==> config.mk <==
export PLATFORM = sky130hd
export DESIGN_NAME = conv_pixel_streamer
export DESIGN_NICKNAME = d
export VERILOG_FILES = /design/src/rtl/conv_stream_pkg.sv /design/src/rtl/conv_pixel_streamer_stream_buf.sv /design/src/rtl/conv_pixel_streamer.sv
export SDC_FILE = /design/constraint.sdc
export NUM_CORES = 2
export LEC_CHECK = 0
export BUFFER_PORTS_ARGS = -buffer_cell sky130_fd_sc_hd__buf_2
export CAP_MARGIN = 20
export CORE_ASPECT_RATIO = 0.7
export CORE_UTILIZATION = 59
export CTS_CLUSTER_DIAMETER = 40
export DETAILED_ROUTE_END_ITERATION = 10
export PLACE_DENSITY_LB_ADDON = 0.25
export REMOVE_ABC_BUFFERS = 1
export SETUP_SLACK_MARGIN = 0.5
export SYNTH_ARGS = -nofsm -noshare
export SYNTH_HDL_FRONTEND = slang
export SYNTH_SLANG_ARGS = --single-unit
==> constraint.sdc <==
create_clock -name clk -period 5.3 [get_ports clk]
set_clock_uncertainty 0.1 [all_clocks]
set_input_delay 1.06 -clock clk [delete_from_list [all_inputs] [get_ports clk]]
set_output_delay 1.06 -clock clk [all_outputs]
set_load 0.05 [all_outputs]
==> src/rtl/conv_stream_pkg.sv <==
// Shared constants and types for the convolution pixel streamer:
// host address map, accelerator register map and the sequencer states.
package conv_stream_pkg;

  localparam int BUF_DEPTH = 64;
  localparam int IDX_W     = 6;

  localparam logic [7:0] PIX_BASE  = 8'h00;
  localparam logic [7:0] CTRL      = 8'h40;
  localparam logic [7:0] STATUS    = 8'h41;
  localparam logic [7:0] RES_BASE  = 8'h80;
  localparam logic [7:0] PASS_BASE = 8'hC0;

  localparam logic [3:0] ACC_DATA   = 4'd0;
  localparam logic [3:0] ACC_RESULT = 4'd1;
  localparam logic [3:0] ACC_CLEAR  = 4'd2;

  typedef enum logic [2:0] {
    ST_IDLE,
    ST_CLEAR,
    ST_PUSH,
    ST_READ,
    ST_CAPTURE
  } state_t;

  // Buffers occupy 64-entry windows aligned on the top two address bits.
  function automatic logic in_buf_window(input logic [7:0] a, input logic [7:0] base);
    return a[7:6] == base[7:6];
  endfunction

  function automatic logic in_pass_window(input logic [7:0] a);
    return a[7:4] == PASS_BASE[7:4];
  endfunction

endpackage

==> src/rtl/conv_pixel_streamer_stream_buf.sv <==
// 64-entry register array: one synchronous write port, one combinational read port.
// Contents are deliberately not reset so a frame survives a sequencer reset.
module stream_buf
  import conv_stream_pkg::*;
#(
  parameter int DW = 32
) (
  input  logic             clk,
  input  logic             we,
  input  logic [IDX_W-1:0] waddr,
  input  logic [DW-1:0]    wdata,
  input  logic [IDX_W-1:0] raddr,
  output logic [DW-1:0]    rdata
);

  logic [DW-1:0] mem [BUF_DEPTH];

  always_ff @(posedge clk) begin
    if (we) begin
      mem[waddr] <= wdata;
    end
  end

  assign rdata = mem[raddr];

endmodule

==> src/rtl/conv_pixel_streamer.sv <==
// Sequencer that clears the 3x3 convolution accelerator, streams a stored frame
// through it pixel by pixel and captures each result for the host to read back.
module conv_pixel_streamer
  import conv_stream_pkg::*;
#(
  parameter int IMG_WIDTH  = 8,
  parameter int IMG_HEIGHT = 8,
  parameter int DW         = 32
) (
  input  logic          clk,
  input  logic          rst,
  input  logic          en,
  input  logic          we,
  input  logic [7:0]    addr,
  input  logic [DW-1:0] din,
  output logic [DW-1:0] dout,
  output logic          acc_en,
  output logic          acc_we,
  output logic [3:0]    acc_addr,
  output logic [DW-1:0] acc_din,
  input  logic [DW-1:0] acc_dout
);

  localparam logic [IDX_W-1:0] K_LAST = IDX_W'(IMG_WIDTH * IMG_HEIGHT - 1);

  state_t           state;
  logic [IDX_W-1:0] k;
  logic             done;
  logic             busy;

  logic             host_wr, host_rd;
  logic             is_pix, is_res, is_pass, is_ctrl, is_status;
  logic             start_req, clr_req, pix_we, res_we;
  logic [DW-1:0]    pix_rd, res_rd;
  logic [DW-1:0]    status_word;

  assign busy      = (state != ST_IDLE);
  assign host_wr   = en & we;
  assign host_rd   = en & ~we;
  assign is_pix    = in_buf_window(addr, PIX_BASE);
  assign is_res    = in_buf_window(addr, RES_BASE);
  assign is_pass   = in_pass_window(addr);
  assign is_ctrl   = (addr == CTRL);
  assign is_status = (addr == STATUS);

  assign start_req = host_wr & is_ctrl & din[0] & ~busy;
  assign clr_req   = host_wr & is_ctrl & din[1];
  assign pix_we    = host_wr & is_pix & ~busy;
  assign res_we    = (state == ST_CAPTURE);

  stream_buf #(.DW(DW)) u_pix_buf (
    .clk  (clk),
    .we   (pix_we),
    .waddr(addr[IDX_W-1:0]),
    .wdata(din),
    .raddr(k),
    .rdata(pix_rd)
  );

  stream_buf #(.DW(DW)) u_res_buf (
    .clk  (clk),
    .we   (res_we),
    .waddr(k),
    .wdata(acc_dout),
    .raddr(addr[IDX_W-1:0]),
    .rdata(res_rd)
  );

  // Sequencer: CLEAR once, then PUSH/READ/CAPTURE per pixel.
  always_ff @(posedge clk) begin
    if (rst) begin
      state <= ST_IDLE;
      k     <= '0;
      done  <= 1'b0;
    end else begin
      if (clr_req) begin
        done <= 1'b0;
      end
      case (state)
        ST_IDLE: begin
          if (start_req) begin
            state <= ST_CLEAR;
            k     <= '0;
            done  <= 1'b0;
          end
        end
        ST_CLEAR: state <= ST_PUSH;
        ST_PUSH:  state <= ST_READ;
        ST_READ:  state <= ST_CAPTURE;
        ST_CAPTURE: begin
          if (k == K_LAST) begin
            done  <= 1'b1;
            state <= ST_IDLE;
          end else begin
            k     <= k + 1'b1;
            state <= ST_PUSH;
          end
        end
        default: state <= ST_IDLE;
      endcase
    end
  end

  always_comb begin
    status_word       = '0;
    status_word[0]    = busy;
    status_word[1]    = done;
    status_word[13:8] = k;
  end

  // Host read data: a result-buffer read alongside CAPTURE sees the pre-write entry.
  always_ff @(posedge clk) begin
    if (rst) begin
      dout <= '0;
    end else if (host_rd && is_status) begin
      dout <= status_word;
    end else if (host_rd && is_res) begin
      dout <= res_rd;
    end else begin
      dout <= '0;
    end
  end

  always_comb begin
    acc_en   = 1'b0;
    acc_we   = 1'b0;
    acc_addr = '0;
    acc_din  = '0;
    if (!rst) begin
      case (state)
        ST_IDLE: begin
          if (en && is_pass) begin
            acc_en   = 1'b1;
            acc_we   = we;
            acc_addr = addr[3:0];
            acc_din  = din;
          end
        end
        ST_CLEAR: begin
          acc_en   = 1'b1;
          acc_we   = 1'b1;
          acc_addr = ACC_CLEAR;
        end
        ST_PUSH: begin
          acc_en   = 1'b1;
          acc_we   = 1'b1;
          acc_addr = ACC_DATA;
          acc_din  = pix_rd;
        end
        ST_READ: begin
          acc_en   = 1'b1;
          acc_addr = ACC_RESULT;
        end
        default: ;
      endcase
    end
  end

endmodule

## After elaboration in Yosys (flattened, before gate mapping)

Memory sizes are Yosys's and may differ from the RTL's. A register that Yosys moved wholly into a read port is not among the register bits.
Cells that the tools add are included.

- Reduce and logical (&&, ||, !) cells: 11
- Mux-type cells: 30
- Eq/ne operators: 11
- Bitwise gates (word level): 11
- Add/subtract/negate cells: 1

Operators with widths:

| kind | number |
|---|---|
| 32-bit 2-to-1 mux | 2 |
| 32-bit one-hot mux with 2 select lines | 1 |
| 14-bit 2-to-1 mux | 2 |
| 6-bit 2-to-1 mux | 4 |
| 8-bit by 7-bit == test with 1-bit output (second input constant) | 2 |
| 3-bit one-hot mux with 5 select lines | 1 |
| 4-bit one-hot mux with 3 select lines | 1 |
| 6-bit one-hot mux with 2 select lines | 1 |
| 1-bit 2-to-1 mux | 11 |
| 1-bit AND | 8 |
| 4-bit 2-to-1 mux | 2 |
| 6-bit by 1-bit adder with 6-bit output (second input constant) | 1 |
| 3-bit by 2-bit == test with 1-bit output (second input constant) | 2 |
| 6-bit == test (second input constant) | 1 |
| 1-bit one-hot mux with 2 select lines | 3 |
| 3-bit OR reduction | 2 |
| 4-bit == test (second input constant) | 1 |
| 2-bit inequality test (second input constant) | 2 |
| 3-bit by 1-bit == test with 1-bit output (second input constant) | 1 |
| 3-bit == test (second input constant) | 1 |
| 1-bit logical AND | 3 |
| 3-bit zero test | 1 |
| 3-bit 2-to-1 mux | 1 |
| 1-bit inverter | 3 |
| other kinds (7) | 7 |

- Word-level logic and storage cells: 71
- Output and inout port bits: 70
- RAM bits: 4096
- Input bits: 76
- Register bits: 42
- Memories kept: 2

Memory list:

| memory | depth | bits a word | read ports | clocked after memory_dff | wr ports | line | RTL |
|---|---|---|---|---|---|---|---|
| u_pix_buf.mem | 64 | 32 | 1 | 1 | 1 | conv_pixel_streamer_stream_buf.sv:16 | `logic [DW-1:0] mem [BUF_DEPTH];` |
| u_res_buf.mem | 64 | 32 | 1 | 0 | 1 | conv_pixel_streamer_stream_buf.sv:16 |  |

## Depth between registers and ports, before layout

- Depth after elaboration: 8
- Mapped depth: 12
- Depth with buffers taken out: 7

## Cells and area by module

Synthesis repeated with hierarchy kept, for this count alone.

- Cell total of the unflattened synthesis: 6815
- Area, all modules: 157775.1 um2

Modules (own cells, without submodules):

| module | sequential area each (um2) | cells an instance | area each (um2) | times used |
|---|---|---|---|---|
| stream_buf | 61499.0 | 3292 | 77874.7 | 2 |
| conv_pixel_streamer | 840.8 | 231 | 2025.7 | 1 |

## Worst setup path after synthesis

Ideal clock, no wire load.

- Kind: input -> output
- Start: in addr[4]
- End: out acc_din[12]
- Slack: 315 ps
- Required time: 4140 ps
- Arrival: 3825 ps
- Path buffers: 1
- Stages on the path: 7
- Cells stage by stage: or4bb_1 nor3_4 buf_2 a21oi_1 o21ai_0 a21oi_1 nor4_1

- Longest elaborated chain between the ends: 5

Ends and longest elaborated chain:

| item | line | RTL |
|---|---|---|
| start, declared | conv_pixel_streamer.sv:14 | `input logic [7:0] addr,` |
| 4-bit == test | conv_stream_pkg.sv:32 | `return a[7:4] == PASS_BASE[7:4];` |
| 1-bit logical AND | conv_pixel_streamer.sv:132 | `if (en && is_pass) begin` |
| 32-bit 2-to-1 mux | conv_pixel_streamer.sv:132 |  |
| 32-bit one-hot mux with 2 select lines | conv_pixel_streamer.sv:130 | `case (state)` |
| 32-bit 2-to-1 mux | conv_pixel_streamer.sv:129 | `if (!rst) begin` |
| end, declared | conv_pixel_streamer.sv:20 | `output logic [DW-1:0] acc_din,` |

No other way between the ends.

## Final worst setup path

- Start: reg state[0]
- End: out acc_din[25]

- Longest elaborated chain between the ends: 3
- Elaborated cells on any way between the ends: 4
- Those cells by class: eq/ne (1); mux (2); reduce/logical (1)

Ends and longest elaborated chain:

| item | line | RTL |
|---|---|---|
| start, declared | conv_pixel_streamer.sv:26 | `state_t state;` |
| start signal, assigned | conv_pixel_streamer.sv:72 | `state <= ST_IDLE;` |
| start signal, assigned | conv_pixel_streamer.sv:82 | `state <= ST_CLEAR;` |
| start signal, assigned | conv_pixel_streamer.sv:87 | `ST_CLEAR: state <= ST_PUSH;` |
| 3-bit by 2-bit == test with 1-bit output / 3-bit zero test (equally long branches) | conv_pixel_streamer.sv:130 |  |
| 32-bit one-hot mux with 2 select lines (*) | conv_pixel_streamer.sv:130 |  |
| 32-bit 2-to-1 mux (*) | conv_pixel_streamer.sv:129 |  |

Mark *: on every way between the ends. The rest lies on a longest branch, timed or not.

==> impl_results.md <==
* Status: completed
* GRT Overall Usage at 0.312
* Layout area overhead at 16.0%
* Tcrit/Tclk final at 0.914
* Die width at 622 um
* Slew Limit Fails at 0
* CP most frequent cell: buf_4
* Core area at 266000 sq um
* Post-DRT Antenna Nets at 0
* WHS Path Cells at 1
* Root buffer cell: clkbuf_16
* H-tree depth at 5
* DR iter-0 viols at 13400
* Largest net degree at the start of global routing at 66
* Final Wtd Congestion at 0.860
* CTS tree: done
* Syn avg cell area at 23.2 sq um
* Fraction of registers with async set/reset at 0
* Reg2reg path depth at 7
* Post-Syn Instances at 6849
* Worst setup margin at 0.453 ns
* Max clock buf depth at 4
* Netlist Area Pre-Place at 159000 sq um
* CP Data Required Time at 4.14 ns
* Via density at 7.05
* Crit-path max cell delay at 0.53 ns
* Setup-failing EPs final at 0
* DP HPWL at 239 mm
* Max-cap viol count at 0
* Max-slew headroom at 0.269
* Initial antenna violation count at 28
* DP Worst Slack at 0.310 ns
* First drt pass iteration count at 6
* Share of layout cells above drive strength 1 at 0.352
* Vias at 80600
* CP startpoint kind: flip-flop
* Slowest cell on crit path: o22ai_1
* Hold Crit Start: acc_dout[23]
* # fillers at 15300
* Row Count at 158
* Max VDD drop at 0.000282 V
* First-pass GRT wire length at 593 mm
* Synth Register Bits at 4144
* RSZ-0062 raised after global routing: yes
* IO Pins at 146
* Post-synthesis sequential area ratio at 0.781
* Hold EP: u_res_buf.mem[19][23]
* Fmax at 0.206 GHz
* Total CTS buffers at 427
* CP Max Fanout at 11
* Sequential Area at 124000 sq um
* WL final at 426 mm
* Starting density of the core at 0.596
* Crit-path cells: nor3b_2 > buf_4 > nand2_1 > buf_4 > o22ai_1 > nor3_1 > nor4_1 > buf_4 > buf_12
* Setup TNS Final at 0 ns
* Reg clk slew, reported paths at 0.06 ns
* DR WL/cell at 37.3 um
* IO buf count at 145
* Syn. warnings at 0
* Buf/Inv on CP at 4
* CP Capture Type: output port
* Worst R2R Start: state[0]
* Reg-to-Reg End: u_res_buf.mem[20][16]
* Multi-input gate area at 34400 sq um
* Period minus WS final at 4.85 ns
* Largest delay share family, worst path: simple AND/OR/NAND/NOR gates
* Vias in the first global route at 78700
* Leak at 0.0570 uW
* Main flop type after synthesis: edfxtp_1
* Final hold vios at 0
* Worst-Margin Slew at 1.09 ns
* CP arrival at 3.69 ns
* Synth unique cells at 63
* Worst skew pair latency at 0.93 ns
* R2r setup slk at 1.57 ns
* Post-route DRC at 0
* Final net count at 7612
* Hold buffers post-CTS at 0
* PwrDens at 374 nW/um^2
* Die area at 271000 sq um
* Post-synth EDFFs at 4096
* CTS sink count at 4144
* Critical path class: flip-flop to output port
* Tot Pwr at 68800 uW
* Die Ht at 436 um
* Gr ovfl total at 0
* Worst hold path class: input pin to flip-flop
cell usage in the layout (no fill, tap or decap), drive strengths merged, types with 6 or more instances in the layout:
cell	instances
edfxtp	4096
mux4	1091
buf	618
clkbuf	488
mux2i	200
nor2	189
clkinv	152
o21ai	134
nand2	127
mux2	107
a21oi	76
inv	62
o22ai	61
nand3	56
bufinv	51
dfxtp	48
clkinvlp	43
a211oi	43
nor2b	29
nor3	27
a22oi	22
a31oi	19
nand4	16
and3	13
o221ai	11
o31ai	10
nor4	10
bufbuf	9
diode	8
nand3b	8
a21boi	7
and2	7
nand2b	7
a32oi	6
worst max-delay path by stage:
stage,start,endpoint,slack (ns),cells past startpoint
after global routing,flip-flop,acc_din[15],0.41,9
final,state[0],acc_din[25],0.45,9
after CTS,flip-flop,acc_din[30],0.43,7
after global placement,rst,acc_din[17],-0.08,7
after floorplan,flip-flop,acc_din[31],-18.39,6
after detailed placement,addr[5],acc_din[15],0.31,9
worst register-to-register path, delay by kind of cell (launching register included):
family	cells	cell delay, ns
and+or+nand+nor	5	2.31
buffers and inverters	2	0.50
DFF	1	0.44
cells in the mapped netlist (9+ instances only):
cell	number	area [sq um]
o22ai_1	61	382
dfxtp_1	48	961
nand3_1	56	280
mux2i_1	200	2000
edfxtp_1	4096	123000
o21ai_0	134	671
a22oi_1	22	165
o31ai_1	10	75.1
buf_4	55	413
buf_1	43	161
a211oi_1	43	323
nor3_1	26	130
nor2_1	189	709
a21oi_1	76	380
nor2b_1	29	181
nand2_1	127	477
nand4_1	16	100
a31oi_1	19	119
mux4_2	1091	24600
buf_2	124	621
clkbuf_1	110	413
nor4_1	9	56.3
o221ai_1	11	96.3
and3_1	13	81.3
mux2_2	107	1200
buf_6	38	428
registers in the layout, indices dropped and copies added (netlist names), named ones only:
signal,count
u_pix_buf.mem,2048
k,6
done,1
u_res_buf.mem,2048
dout,32
state,3
metrics by stage:
step,hold WS [ns],util,cells,area (sq um)
after floorplan,0.420,-,6475,157000
after global placement,0.477,0.627,10500,167000
after detailed placement,0.496,0.627,10500,167000
after CTS,0.342,0.687,11300,183000
after global routing,0.346,0.692,11400,184000
final,0.377,0.692,11400,184000
kinds of logic after synthesis:
| logic type | share of synthesized area |
|---|---|
| AO/OA/AOI/OAI | 0.0157 |
| XOR/XNOR | 0.000221 |
| adder cells (fa/ha/maj) | 0.0000788 |
| buffers and inverters | 0.0133 |
| flip-flops | 0.781 |
| multiplexers | 0.175 |
| AND/OR/NAND/NOR | 0.0152 |
where the power goes:
group	switching [uW]	internal (uW)	leakage, uW
Combinational	1310	693	0.0129
Sequential	11.8	36000	0.0372
Clock	13000	17800	0.00699
Total	14400	54500	0.0570
routing by layer:
metal | wire length [um] | up-vias | global-route usage
met5 | 100 | - | 0
met4 | 14000 | 16 | 0.0980
met3 | 60600 | 778 | 0.0838
met2 | 186000 | 6489 | 0.438
met1 | 165000 | 42600 | 0.485
li1 | - | 30700 | -
repair_timing:
| item | 4_1_cts | 5_1_grt |
|---|---|---|
| pin swaps | 6 | 16 |
| cloned | 13 | 3 |
| resized for setup | 133 | 114 |
| setup buffers | 26 | 47 |
| setup endpoints to repair | 32 | 31 |
final cells by class:
type	instances	area share
Inverter	5	0.000109
Tap cell	3520	0.0239
Timing Repair Buffer	631	0.0379
Clock buffer	484	0.0603
Multi-Input combinational cell	2326	0.187
Antenna cell	8	0.000109
Sequential cell	4144	0.673
Clock inverter	303	0.0183
(Power assumes the default switching activity.)
